**src/rtl/rf_frame_pkg.sv**
```systemverilog
// Shared types and frame-layout constants for the PPM frame transmitter.
// Field lengths and field sequencing live here so the FSM and bench agree.
package rf_frame_pkg;

  typedef enum logic [2:0] {
    ST_IDLE,
    ST_GUARD,
    ST_PRE,
    ST_PAY_A,
    ST_SYNC,
    ST_PAY_B,
    ST_PARITY,
    ST_DONE
  } rf_tx_state_t;

  localparam int GUARD_LEN = 2;
  localparam int PRE_LEN   = 8;
  localparam int PAY_A_LEN = 27;
  localparam int SYNC_LEN  = 8;
  localparam int PAY_B_LEN = 32;

  // Number of slots in the field a state transmits.
  function automatic logic [5:0] field_len(rf_tx_state_t s);
    case (s)
      ST_GUARD: field_len = 6'(GUARD_LEN);
      ST_PRE:   field_len = 6'(PRE_LEN);
      ST_PAY_A: field_len = 6'(PAY_A_LEN);
      ST_SYNC:  field_len = 6'(SYNC_LEN);
      ST_PAY_B: field_len = 6'(PAY_B_LEN);
      default:  field_len = 6'd1;
    endcase
  endfunction

  // Field that follows s once its last slot ends.
  function automatic rf_tx_state_t next_field(rf_tx_state_t s,
                                              logic par_en);
    case (s)
      ST_GUARD: next_field = ST_PRE;
      ST_PRE:   next_field = ST_PAY_A;
      ST_PAY_A: next_field = ST_SYNC;
      ST_SYNC:  next_field = ST_PAY_B;
      ST_PAY_B: next_field = par_en ? ST_PARITY : ST_DONE;
      default:  next_field = ST_DONE;
    endcase
  endfunction

endpackage

```
**src/rtl/rf_frame_tx_pulse_slot.sv**
```systemverilog
// Slot timer and registered PPM pulse output.
// bit_val is the slot bit that applies on the cycle after the edge.
module rf_pulse_slot #(
  parameter int BIT_PERIOD  = 10000,
  parameter int PULSE_POS   = 100,
  parameter int PULSE_WIDTH = 1
) (
  input  logic clk,
  input  logic rst,
  input  logic run,
  input  logic bit_val,
  output logic slot_end,
  output logic rfout
);

  localparam int CW = (BIT_PERIOD > 1) ? $clog2(BIT_PERIOD) : 1;
  localparam logic [CW-1:0] LAST = CW'(BIT_PERIOD - 1);

  logic [CW-1:0] cyc;
  logic [CW-1:0] cyc_nxt;
  logic          hit;

  // Next slot position and pulse-window test on it, so the flop lines up
  // with cyc and a pulse never spills past the slot boundary.
  always_comb begin
    slot_end = run && (cyc == LAST);
    cyc_nxt  = (run && !slot_end) ? cyc + CW'(1) : '0;
    hit      = (int'(cyc_nxt) >= PULSE_POS) &&
               (int'(cyc_nxt) < PULSE_POS + PULSE_WIDTH);
  end

  // Slot counter and output flop.
  always_ff @(posedge clk) begin
    if (rst) begin
      cyc   <= '0;
      rfout <= 1'b0;
    end else begin
      cyc   <= cyc_nxt;
      rfout <= bit_val && hit;
    end
  end

endmodule

```
**src/rtl/rf_frame_tx.sv**
```systemverilog
// PPM frame transmitter: guard, preamble, payload A, sync, payload B.
// Define RF_TX_PARITY_EN to append an even-parity slot after payload B.
module rf_frame_tx
  import rf_frame_pkg::*;
#(
  parameter int BIT_PERIOD  = 10000,
  parameter int PULSE_POS   = 100,
  parameter int PULSE_WIDTH = 1
) (
  input  logic        clk,
  input  logic        rst,
  input  logic        tx_start,
  input  logic [26:0] tx_payload_a,
  input  logic [31:0] tx_payload_b,
  output logic        tx_busy,
  output logic        tx_done,
  output logic        rfout
);

`ifdef RF_TX_PARITY_EN
  localparam logic PAR_EN = 1'b1;
`else
  localparam logic PAR_EN = 1'b0;
`endif

  rf_tx_state_t state;
  rf_tx_state_t nxt_st;
  logic [5:0]   bit_cnt;
  logic [26:0]  sr_a;
  logic [31:0]  sr_b;
  logic         par;
  logic         run;
  logic         slot_end;
  logic         last;
  logic         cur_bit;
  logic         head_bit;
  logic         bit_val;

`ifdef RF_TX_PARITY_EN
  logic par_q;
  // Even parity of both payloads, captured with the start.
  always_ff @(posedge clk) begin
    if (rst) par_q <= 1'b0;
    else if (state == ST_IDLE && tx_start)
      par_q <= ^{tx_payload_a, tx_payload_b};
  end
  assign par = par_q;
`else
  assign par = 1'b0;
`endif

  // Current slot bit, and the bit for the cycle after this edge.
  always_comb begin
    run    = (state != ST_IDLE) && (state != ST_DONE);
    nxt_st = next_field(state, PAR_EN);
    last   = bit_cnt == field_len(state) - 6'd1;
    case (state)
      ST_PRE, ST_SYNC: cur_bit = 1'b1;
      ST_PAY_A:        cur_bit = sr_a[26];
      ST_PAY_B:        cur_bit = sr_b[31];
      ST_PARITY:       cur_bit = par;
      default:         cur_bit = 1'b0;
    endcase
    case (nxt_st)
      ST_PRE, ST_SYNC: head_bit = 1'b1;
      ST_PAY_A:        head_bit = sr_a[26];
      ST_PAY_B:        head_bit = sr_b[31];
      ST_PARITY:       head_bit = par;
      default:         head_bit = 1'b0;
    endcase
    if (!slot_end)
      bit_val = cur_bit;
    else if (last)
      bit_val = head_bit;
    else if (state == ST_PAY_A)
      bit_val = sr_a[25];
    else if (state == ST_PAY_B)
      bit_val = sr_b[30];
    else
      bit_val = cur_bit;
  end

  // Frame sequencer: start capture, field stepping, busy/done flags.
  always_ff @(posedge clk) begin
    if (rst) begin
      state   <= ST_IDLE;
      bit_cnt <= '0;
      sr_a    <= '0;
      sr_b    <= '0;
      tx_busy <= 1'b0;
      tx_done <= 1'b0;
    end else begin
      tx_done <= 1'b0;
      case (state)
        ST_IDLE: begin
          if (tx_start) begin
            sr_a    <= tx_payload_a;
            sr_b    <= tx_payload_b;
            bit_cnt <= '0;
            tx_busy <= 1'b1;
            state   <= ST_GUARD;
          end
        end
        ST_DONE: begin
          tx_busy <= 1'b0;
          state   <= ST_IDLE;
        end
        default: begin
          if (slot_end) begin
            if (state == ST_PAY_A) sr_a <= {sr_a[25:0], 1'b0};
            if (state == ST_PAY_B) sr_b <= {sr_b[30:0], 1'b0};
            if (last) begin
              bit_cnt <= '0;
              state   <= nxt_st;
              tx_done <= (nxt_st == ST_DONE);
            end else begin
              bit_cnt <= bit_cnt + 6'd1;
            end
          end
        end
      endcase
    end
  end

  rf_pulse_slot #(
    .BIT_PERIOD (BIT_PERIOD),
    .PULSE_POS  (PULSE_POS),
    .PULSE_WIDTH(PULSE_WIDTH)
  ) u_slot (
    .clk     (clk),
    .rst     (rst),
    .run     (run),
    .bit_val (bit_val),
    .slot_end(slot_end),
    .rfout   (rfout)
  );

endmodule
```
**config.mk**
```make
export PLATFORM = sky130hd
export DESIGN_NAME = rf_frame_tx
export DESIGN_NICKNAME = d
export VERILOG_FILES = /design/src/rtl/rf_frame_pkg.sv /design/src/rtl/rf_frame_tx_pulse_slot.sv /design/src/rtl/rf_frame_tx.sv
export SDC_FILE = /design/constraint.sdc
export NUM_CORES = 1
export LEC_CHECK = 0
export ABC_AREA = 0
export CAP_MARGIN = 20
export CORE_ASPECT_RATIO = 0.8
export CORE_UTILIZATION = 25
export CTS_CLUSTER_SIZE = 28
export DETAILED_ROUTE_END_ITERATION = 12
export PLACE_DENSITY = 0.53
export SLEW_MARGIN = 20
export SYNTH_ARGS = -nofsm -noshare
export SYNTH_HDL_FRONTEND = slang
export SYNTH_SLANG_ARGS = --single-unit
```
**constraint.sdc**
```tcl
create_clock -name clk -period 3.05 [get_ports clk]
set_clock_uncertainty 0.15 [all_clocks]
set_input_delay 0.915 -clock clk [delete_from_list [all_inputs] [get_ports clk]]
set_output_delay 0.915 -clock clk [all_outputs]
set_load 0.1 [all_outputs]
```
==> impl_metrics.env, run 1 <==
export IMPL_crit_start="state[0]$_SDFFE_PP0P_"
export IMPL_synth_edff_count=0
export IMPL_drt_initial_drc_count=196
export IMPL_grt_pass1_vias=3536
export IMPL_die_w_um=147
export IMPL_crit_fanout=7
export IMPL_ys_warn_count=0
export IMPL_post_dp_hpwl_um=6940
export IMPL_cts_setup_buffers=0
export IMPL_grt_pass1_wl_um=16900
export IMPL_post_route_drc_count=0
export IMPL_synthArstFlopShare_pct=0
export IMPL_vias_per_cell=4.65
export IMPL_cts_buffers_inserted=9
export IMPL_drt_first_pass_iters=6
export IMPL_drive_gt1_share_pct=11.6
export IMPL_fin_util_pct=32.8
export IMPL_numClockSinks=85
export IMPL_htree_levels=3
export IMPL_ys_ff_latch=85
export IMPL_hold_class="reg2reg"
export IMPL_die_area_mm2=0.0174
export IMPL_postCtsHoldBufs=0
export IMPL_hold_viol=0
export IMPL_crit_arrival_ns=2.81
export IMPL_ant_nets=0
export IMPL_netlist_area_mm2=0.00423
export IMPL_path_class="reg2reg"
export IMPL_yosysSeqAreaShare_pct=40.2
export IMPL_slew_headroom_pct=60.1
export IMPL_routedWlPerCell_um=12.8
export IMPL_cts_tree="yes"
export IMPL_clockBufferDepth=2
export IMPL_start_util_pct=25.6
export IMPL_synth_cell_type_count=43
export IMPL_gr_usage_met3_pct=2.66
export IMPL_n_antenna_cell=0
export IMPL_vias=3670
export IMPL_grtUsageTotal_pct=11.9
export IMPL_min_period_over_period_pct=89.6
export IMPL_hp_start="sr_a[0]$_SDFFE_PP0P_"
export IMPL_die_y_um=118
export IMPL_wl_um=10100
export IMPL_slowest_delay_ns=0.49
export IMPL_finalSetupViolations=0
export IMPL_cts_root_buf="clkbuf_16"
export IMPL_tns_ns=0
export IMPL_rsz0062_at_grt="no"
export IMPL_n_fill_cell=1724
export IMPL_antenna_found_initial=0
export IMPL_io_buffers=64
export IMPL_gp_congestion=0.767
export IMPL_start_kind="flop"
export IMPL_cts_clk_slew_worst_paths_ns=0.06
export IMPL_hold_worst_slack_ns=0.324
export IMPL_syn_nets=582
export IMPL_cellPowerDensity_mw_per_mm2=542
export IMPL_drv_slew=0
export IMPL_drv_cap=0
export IMPL_cp_slowest_cell="dfxtp_1"
export IMPL_area_growth_synth_to_final_pct=28.4
export IMPL_fin_crit_ns=2.73
export IMPL_core_area_mm2=0.0166
export IMPL_path_cells="inv_1, nor2_1, inv_1, ha_1, ha_1, xor2_1, mux2i_1, o22ai_1, a211o_1, nor3b_1, a211o_1"
export IMPL_grt_overflow=0
export IMPL_worstSkewPairLatency_ns=0.34
export IMPL_post_cts_resize_count=0
export IMPL_r2r_setup_slack_ns=0.32
export IMPL_synth_ff_type="dfxtp_1"
export IMPL_ff_latch_area_mm2=0.00170
export IMPL_p_leak_uw=0.00197
export IMPL_layout_nets=632
export IMPL_dp_cells=773
export IMPL_avgSynthCellArea_um2=8.23
export IMPL_tightest_slew_ns=0.599
export IMPL_multi_input_comb_area_mm2=0.00232
export IMPL_vdd_drop_max_uv=311
export IMPL_max_freq_mhz=366
export IMPL_status="complete, no violations"
export IMPL_synthCells=514
export IMPL_r2r_start="state[0]$_SDFFE_PP0P_"
export IMPL_worstPathRequired_ns=3.12
export IMPL_ios=65
export IMPL_top_usage_layer="met2"
export IMPL_instances_no_fill=789
export IMPL_grtUsageMet1_pct=15.7
export IMPL_rows=42
export IMPL_grt_max_degree=64
export IMPL_cp_end_kind="flop"
export IMPL_use_met2_pct=19.2
export IMPL_p_total_uw=2940
per-layer routing:
layer / share of wire (%) / wire length (um) / vias up
met3: 3.2 / 321 / 12
met2: 45 / 4570 / 57
met1: 50 / 5030 / 1711
li1: - / - / 1890
met4: 1.6 / 158 / 0
met5: 0 / 0 / -
critical path, delay by kind of cell, from the launching register on:
kind                     cells  cell delay [ns]
AND/OR/NAND/NOR              2             0.24
XOR/XNOR                     1             0.21
multiplexers                 1             0.11
adder cells (fa/ha/maj)      2             0.43
buffers and inverters        2             0.15
AO/OA/AOI/OAI                3             0.85
flip-flops                   1             0.49
worst paths after layout:
kind / depth (start not counted) / end
min reg2reg: 2 / sr_a[0]$_SDFFE_PP0P_
max reg2reg: 11 / bit_cnt[2]$_SDFFE_PP0P_
min: 2 / sr_a[0]$_SDFFE_PP0P_
max: 11 / bit_cnt[2]$_SDFFE_PP0P_
cells by family (layout without fill, tap and decap cells):
group                      Yosys count  in the layout  share of synthesized area [%]
and+or+nand+nor                    266            266                           27.4
DFF                                 85             85                           40.2
AOI/OAI and AO/OA                   84             84                           19.5
buffers and inverters               45            100                           5.12
xor gates and xnor gates            23             23                           4.76
adders and majority gates            7              7                           2.01
muxes                                4              4                          0.947
registers in the layout, indices dropped and copies added, names as in the netlist:
| name | flops |
|---|---|
| u_slot.cyc | 14 |
| tx_busy | 1 |
| tx_done | 1 |
| bit_cnt | 6 |
| sr_b | 32 |
| sr_a | 27 |
| u_slot.rfout | 1 |
| state | 3 |
cells in the mapped netlist, types with 6 or more instances:
| cell type | count | area (um2) |
|---|---|---|
| and3_1 | 11 | 68.8 |
| a311oi_2 | 24 | 360 |
| xor2_1 | 9 | 78.8 |
| nand2_1 | 127 | 477 |
| buf_2 | 8 | 40.0 |
| nor3_1 | 7 | 35.0 |
| nor2_1 | 83 | 312 |
| dfxtp_1 | 85 | 1700 |
| a311oi_1 | 33 | 289 |
| xnor2_1 | 14 | 123 |
| a21oi_1 | 10 | 50.1 |
| nand3_1 | 15 | 75.1 |
| clkbuf_1 | 25 | 93.8 |
| ha_1 | 6 | 75.1 |
cell type report:
| cell class | instances | area share (%) |
|---|---|---|
| tap | 220 | 5.07 |
| timing repair buffer | 79 | 14.1 |
| clock inverter | 6 | 2.00 |
| sequential | 85 | 31.3 |
| inverter | 5 | 0.345 |
| clock buffer | 10 | 4.40 |
| multi-input combinational | 384 | 42.8 |
power breakdown:
part           leakage, uW  internal, uW  switching, uW  total [uW]
combinational      0.00110           199            238         437
sequential        0.000698          1190           42.0        1230
clock             0.000173           823            455        1280
total              0.00197          2210            736        2940
placed cells by master, fill, tap and decap left out, types with 5 or more instances in the layout:
cell type / synthesis / layout
a21oi_1: 10 / 10
a311oi_1: 33 / 33
a311oi_2: 24 / 24
and3_1: 11 / 11
buf_4: 2 / 16
clkbuf_16: 0 / 9
clkdlybuf4s50_1: 0 / 60
dfxtp_1: 85 / 85
ha_1: 6 / 6
inv_1: 5 / 5
nand2_1: 127 / 127
nand3_1: 15 / 15
nor2_1: 83 / 83
nor2b_1: 5 / 5
nor3_1: 7 / 6
xnor2_1: 14 / 14
xor2_1: 9 / 9
per-stage QoR:
| stage | instance area (um2) | setup WS [ns] |
|---|---|---|
| final | 5430 | 0.316 |
| after global routing | 5430 | 0.0878 |
| after CTS | 5430 | 0.322 |
| after detailed placement | 5080 | 0.220 |
| after global placement | 5080 | 0.292 |
| after floorplan | 4230 | 0.347 |
(Power assumes the default switching activity.)
==> run 2: changes to the inputs <==
CORE_MARGIN = 1   (was not set)
GPL_ROUTABILITY_DRIVEN = 1   (was not set)
MAX_ROUTING_LAYER = met4   (was not set)
==> run 2 against run 1 <==
Against the previous run: core utilization did not move; first-iteration DRC count fell by 1.0%; clock-buffer cell count unchanged; critical endpoint unchanged; highest routed layer unchanged.
==> impl_metrics.env, run 2 (synthesis gave the netlist of run 1 again) <==
export IMPL_status="complete, no violations"
export IMPL_reg_top3="sr_b (32), sr_a (27), u_slot.cyc (14)"
export IMPL_start_util_pct=25.6
export IMPL_max_freq_mhz=364
export IMPL_vias=3663
export IMPL_p_leak_uw=0.00197
export IMPL_cellPowerDensity_mw_per_mm2=541
export IMPL_fin_crit_ns=2.75
export IMPL_r2r_end="bit_cnt[2]$_SDFFE_PP0P_"
export IMPL_drv_cap=0
export IMPL_drt_initial_drc_count=194
export IMPL_cts_tree="yes"
export IMPL_largest_reg_flops=32
export IMPL_hold_worst_slack_ns=0.327
export IMPL_post_route_drc_count=0
export IMPL_slew_headroom_pct=60.0
export IMPL_drt_first_pass_iters=4
export IMPL_layout_nets=632
export IMPL_vias_per_cell=4.64
export IMPL_numClockSinks=85
export IMPL_tns_ns=0
export IMPL_die_area_mm2=0.0174
export IMPL_rows=42
export IMPL_grtUsageTotal_pct=12.3
export IMPL_n_antenna_cell=0
export IMPL_htree_levels=3
export IMPL_core_area_mm2=0.0166
export IMPL_path_class="reg2reg"
export IMPL_final_cell_mix="127 x nand2_1, 85 x dfxtp_1, 83 x nor2_1"
export IMPL_crit_arrival_ns=2.82
export IMPL_crit_start="state[0]$_SDFFE_PP0P_"
export IMPL_postCtsHoldBufs=0
export IMPL_area_growth_synth_to_final_pct=28.4
export IMPL_grt_pass1_vias=3539
export IMPL_hold_class="reg2reg"
export IMPL_crit_fanout=7
export IMPL_path_delay_family="compound AO/OA/AOI/OAI gates"
export IMPL_worstSkewPairLatency_ns=0.33
export IMPL_clockBufferDepth=2
export IMPL_drv_slew=0
export IMPL_cts_clk_slew_worst_paths_ns=0.06
export IMPL_worstPathRequired_ns=3.12
export IMPL_cp_slowest_cell="dfxtp_1"
export IMPL_holdPathEnd="sr_a[0]$_SDFFE_PP0P_"
export IMPL_rsz0062_at_grt="no"
export IMPL_hp_start="sr_a[0]$_SDFFE_PP0P_"
export IMPL_grt_pass1_wl_um=16900
export IMPL_tightest_slew_ns=0.600
export IMPL_gp_congestion=0.778
export IMPL_grt_max_degree=64
export IMPL_regMostFlops="sr_b"
export IMPL_vdd_drop_max_uv=307
export IMPL_path_cells="inv_1, nor2_1, inv_1, ha_1, ha_1, xor2_1, mux2i_1, o22ai_1, a211o_1, nor3b_1, a211o_1"
export IMPL_ant_nets=0
export IMPL_hold_viol=0
export IMPL_grt_overflow=0
export IMPL_cts_setup_buffers=0
export IMPL_post_route_cell_area_mm2=0.00543
export IMPL_cp_end_kind="flop"
export IMPL_wl_um=10000
export IMPL_post_dp_hpwl_um=6940
export IMPL_worst_r2r_path_depth=11
export IMPL_start_kind="flop"
export IMPL_critPathBufInv=2
export IMPL_min_period_over_period_pct=90.0
export IMPL_p_total_uw=2940
export IMPL_ios=65
export IMPL_cts_root_buf="clkbuf_16"
export IMPL_antenna_found_initial=0
export IMPL_r2r_setup_slack_ns=0.30
export IMPL_routedWlPerCell_um=12.7
export IMPL_layout_commonest_cell="nand2_1"
export IMPL_post_cts_resize_count=0
export IMPL_r2r_start="state[0]$_SDFFE_PP0P_"
export IMPL_slowest_delay_ns=0.50
export IMPL_cts_buffers_inserted=9
export IMPL_placed_area_mm2=0.00508
export IMPL_die_w_um=147
export IMPL_drive_gt1_share_pct=11.6
export IMPL_die_y_um=118
export IMPL_hold_path_cell_count=2
export IMPL_io_buffers=64
export IMPL_finalSetupViolations=0
==> run 2: worst max path at each step <==
stage	endpoint	slack, ns	cells after the start
after floorplan	state[0]$_SDFFE_PP0P_	0.35	11
after global placement	sr_a[20]$_SDFFE_PP0P_	0.29	7
after detailed placement	sr_a[7]$_SDFFE_PP0P_	0.22	7
after CTS	bit_cnt[2]$_SDFFE_PP0P_	0.32	11
after global routing	bit_cnt[2]$_SDFFE_PP0P_	0.09	10
final	bit_cnt[2]$_SDFFE_PP0P_	0.30	11
==> run 2: per-layer routing <==
| metal | vias to the layer above | routed length, um | track usage [%] |
|---|---|---|---|
| met5 | - | 0 | - |
| met4 | 0 | 116 | 3.80 |
| met3 | 9 | 307 | 2.63 |
| met2 | 57 | 4640 | 19.2 |
| met1 | 1710 | 4960 | 15.7 |
| li1 | 1887 | - | - |
==> run 2: through the flow <==
step | setup slack [ns] | utilization [%] | cells
4_1_cts | 0.322 | 32.8 | 789
3_5_place_dp | 0.220 | 30.7 | 773
2_1_floorplan | 0.347 | - | 514
3_3_place_gp | 0.292 | 30.7 | 773
5_1_grt | 0.0878 | 32.8 | 789
6_report | 0.304 | 32.8 | 789
==> run 2: tightest hold or removal path: stages (launching register included) <==
cell and delay, ns:
dfxtp_1 0.31, nand2b_1 0.06, a21oi_1 0.06
==> run 2: cell type report <==
type	instances	area, um2
well taps	220	275
clock inverters	6	109
flip-flops and latches	85	1700
clock buffers	10	239
repair buffers	79	766
fillers	1724	11100
inverters	5	18.8
multi-input cells	384	2320
==> run 2: power by group <==
part | switching [uW] | internal (uW)
registers | 42.0 | 1190
clock network | 449 | 823
logic | 238 | 199
total | 729 | 2210
==> run 3: changes to the inputs <==
CORE_UTILIZATION = 39   (was 25)
PLACE_DENSITY = 0.71   (was 0.53)
==> run 3 against run 2 <==
Against the previous run: sequential power about the same; core utilization is 18 points higher; non-clock buffer count decreased by 2; design area shrank 2.8%; via count increased by 2.0%; clock-buffer cell count down 1; highest routed layer unchanged.
==> impl_metrics.env, run 3 (synthesis gave the netlist of run 1 again) <==
export IMPL_status="complete, no violations"
export IMPL_tns_ns=0
export IMPL_ios=65
export IMPL_routedWlPerCell_um=13.8
export IMPL_hold_class="reg2reg"
export IMPL_tightest_slew_ns=0.566
export IMPL_grt_max_degree=64
export IMPL_antenna_found_initial=0
export IMPL_die_y_um=95.2
export IMPL_dp_cells=691
export IMPL_die_w_um=118
export IMPL_min_period_over_period_pct=91.6
export IMPL_fin_crit_ns=2.79
export IMPL_hold_viol=0
export IMPL_cts_root_buf="clkbuf_16"
export IMPL_regMostFlops="sr_b"
export IMPL_final_cell_mix="127 x nand2_1, 84 x dfxtp_1, 83 x nor2_1"
export IMPL_fin_util_pct=50.7
export IMPL_drt_initial_drc_count=294
export IMPL_vias_per_cell=5.28
export IMPL_p_sw_share_pct=26.8
export IMPL_drive_gt1_share_pct=11.5
export IMPL_finalSetupViolations=0
export IMPL_htree_levels=3
export IMPL_drv_slew=0
export IMPL_drv_cap=0
export IMPL_cts_buffers_inserted=9
export IMPL_instances_no_fill=707
export IMPL_reg_top3="sr_b (32), sr_a (27), u_slot.cyc (14)"
export IMPL_cts_clk_slew_worst_paths_ns=0.07
export IMPL_wl_um=9730
export IMPL_layout_commonest_cell="nand2_1"
export IMPL_crit_arrival_ns=2.85
export IMPL_p_leak_uw=0.00193
export IMPL_start_util_pct=40.7
export IMPL_p_sw_uw=743
export IMPL_max_freq_mhz=358
export IMPL_rows=33
export IMPL_grt_pass1_wl_um=15900
export IMPL_grt_pass1_vias=3397
export IMPL_layout_nets=630
export IMPL_cts_setup_buffers=0
export IMPL_power_frac_comb_pct=15.6
export IMPL_path_class="reg2reg"
export IMPL_path_cells="inv_1, nor2_1, inv_1, ha_1, ha_1, xor2_1, mux2i_1, o22ai_1, and3_1, mux2i_1, a21oi_1"
export IMPL_post_dp_hpwl_um=6650
export IMPL_grt_overflow=0
export IMPL_post_cts_resize_count=0
export IMPL_ant_nets=0
export IMPL_postCtsHoldBufs=0
export IMPL_cts_tree="yes"
export IMPL_start_kind="flop"
export IMPL_largest_reg_flops=32
export IMPL_clockBufferDepth=2
export IMPL_cp_slowest_cell="dfxtp_1"
export IMPL_worstSkewPairLatency_ns=0.34
export IMPL_drt_first_pass_iters=5
export IMPL_n_antenna_cell=0
export IMPL_numClockSinks=85
export IMPL_critPathBufInv=2
export IMPL_cp_num_cells=11
export IMPL_die_area_mm2=0.0113
export IMPL_worstPathRequired_ns=3.11
export IMPL_cellPowerDensity_mw_per_mm2=525
export IMPL_grtUsageTotal_pct=18.1
export IMPL_hold_path_cell_count=2
export IMPL_p_int_uw=2030
export IMPL_crit_fanout=7
export IMPL_pwr_share_clk_pct=40.1
export IMPL_slowest_delay_ns=0.48
export IMPL_vias=3735
export IMPL_gp_congestion=0.901
export IMPL_pwr_share_seq_pct=44.4
export IMPL_slew_headroom_pct=62.2
export IMPL_io_buffers=64
export IMPL_core_area_mm2=0.0104
export IMPL_post_route_drc_count=0
export IMPL_worst_r2r_path_depth=11
export IMPL_rsz0062_at_grt="no"
export IMPL_area_growth_synth_to_final_pct=24.8
export IMPL_path_delay_family="simple AND/OR/NAND/NOR gates"
export IMPL_vdd_drop_max_uv=325
export IMPL_cp_end_kind="flop"
-- run 3: changes by cell type in the layout (fill, tap and decap cells not counted) --
cell,before,now
buf_4,16,14
bufinv_16,3,1
clkinv_2,2,0
clkinv_4,0,2
clkinvlp_4,0,2
clkbuf_8,1,0
dfxtp_1,85,84
dfxtp_2,0,1
inv_8,0,1
-- run 3: worst paths after layout --
kind,start,end,slack [ns]
min reg2reg,sr_b[0]$_SDFFE_PP0P_,sr_b[0]$_SDFFE_PP0P_,0.33
max reg2reg,state[0]$_SDFFE_PP0P_,state[0]$_SDFFE_PP0P_,0.26
min,sr_b[0]$_SDFFE_PP0P_,sr_b[0]$_SDFFE_PP0P_,0.33
max,state[0]$_SDFFE_PP0P_,state[0]$_SDFFE_PP0P_,0.26
-- run 3: layout make-up --
type	instances	area [um2]
sequential	85	1700
clock inverter	7	82.6
timing repair buffer	77	751
clock buffer	9	225
inverter	5	18.8
tap	140	175
fill	994	5130
multi-input combinational	384	2320
-- run 3: metal layers --
| layer | part of all wire (%) | vias to the layer above | GRT usage, % | wire [um] |
|---|---|---|---|---|
| met4 | 1.3 | 0 | 6.33 | 125 |
| met3 | 3.9 | 10 | 3.95 | 384 |
| met1 | 46 | 1752 | 22.9 | 4510 |
| li1 | - | 1885 | - | - |
| met2 | 48 | 88 | 28.5 | 4710 |
| met5 | 0 | - | - | 0 |
-- run 3: worst reg2reg max path, delay by kind of cell (launching register included) --
kind                     cells  cell delay (ns)
AO/OA/AOI/OAI                2             0.35
XOR/XNOR                     1             0.25
adder cells (fa/ha/maj)      2             0.43
buffers and inverters        2             0.15
flip-flops                   1             0.48
multiplexers                 2             0.37
AND/OR/NAND/NOR              2             0.49
-- run 3: per-stage QoR --
stage	area, um2	hold slack [ns]	total power [uW]	worst slack [ns]
floorplan	4230	0.283	1530	0.347
global placement	4970	0.303	1670	0.254
detailed placement	4970	0.323	1690	0.157
CTS	5280	0.333	2800	0.230
global route	5280	0.349	2910	0.0103
finish	5280	0.326	2770	0.255
-- run 3: power by group through the flow --
stage	Sequential [uW]	Clock, uW	Combinational [uW]
floorplan	1250	0	286
global placement	1250	0	418
detailed placement	1250	0	433
CTS	1230	1140	435
global route	1240	1190	479
finish	1230	1110	432
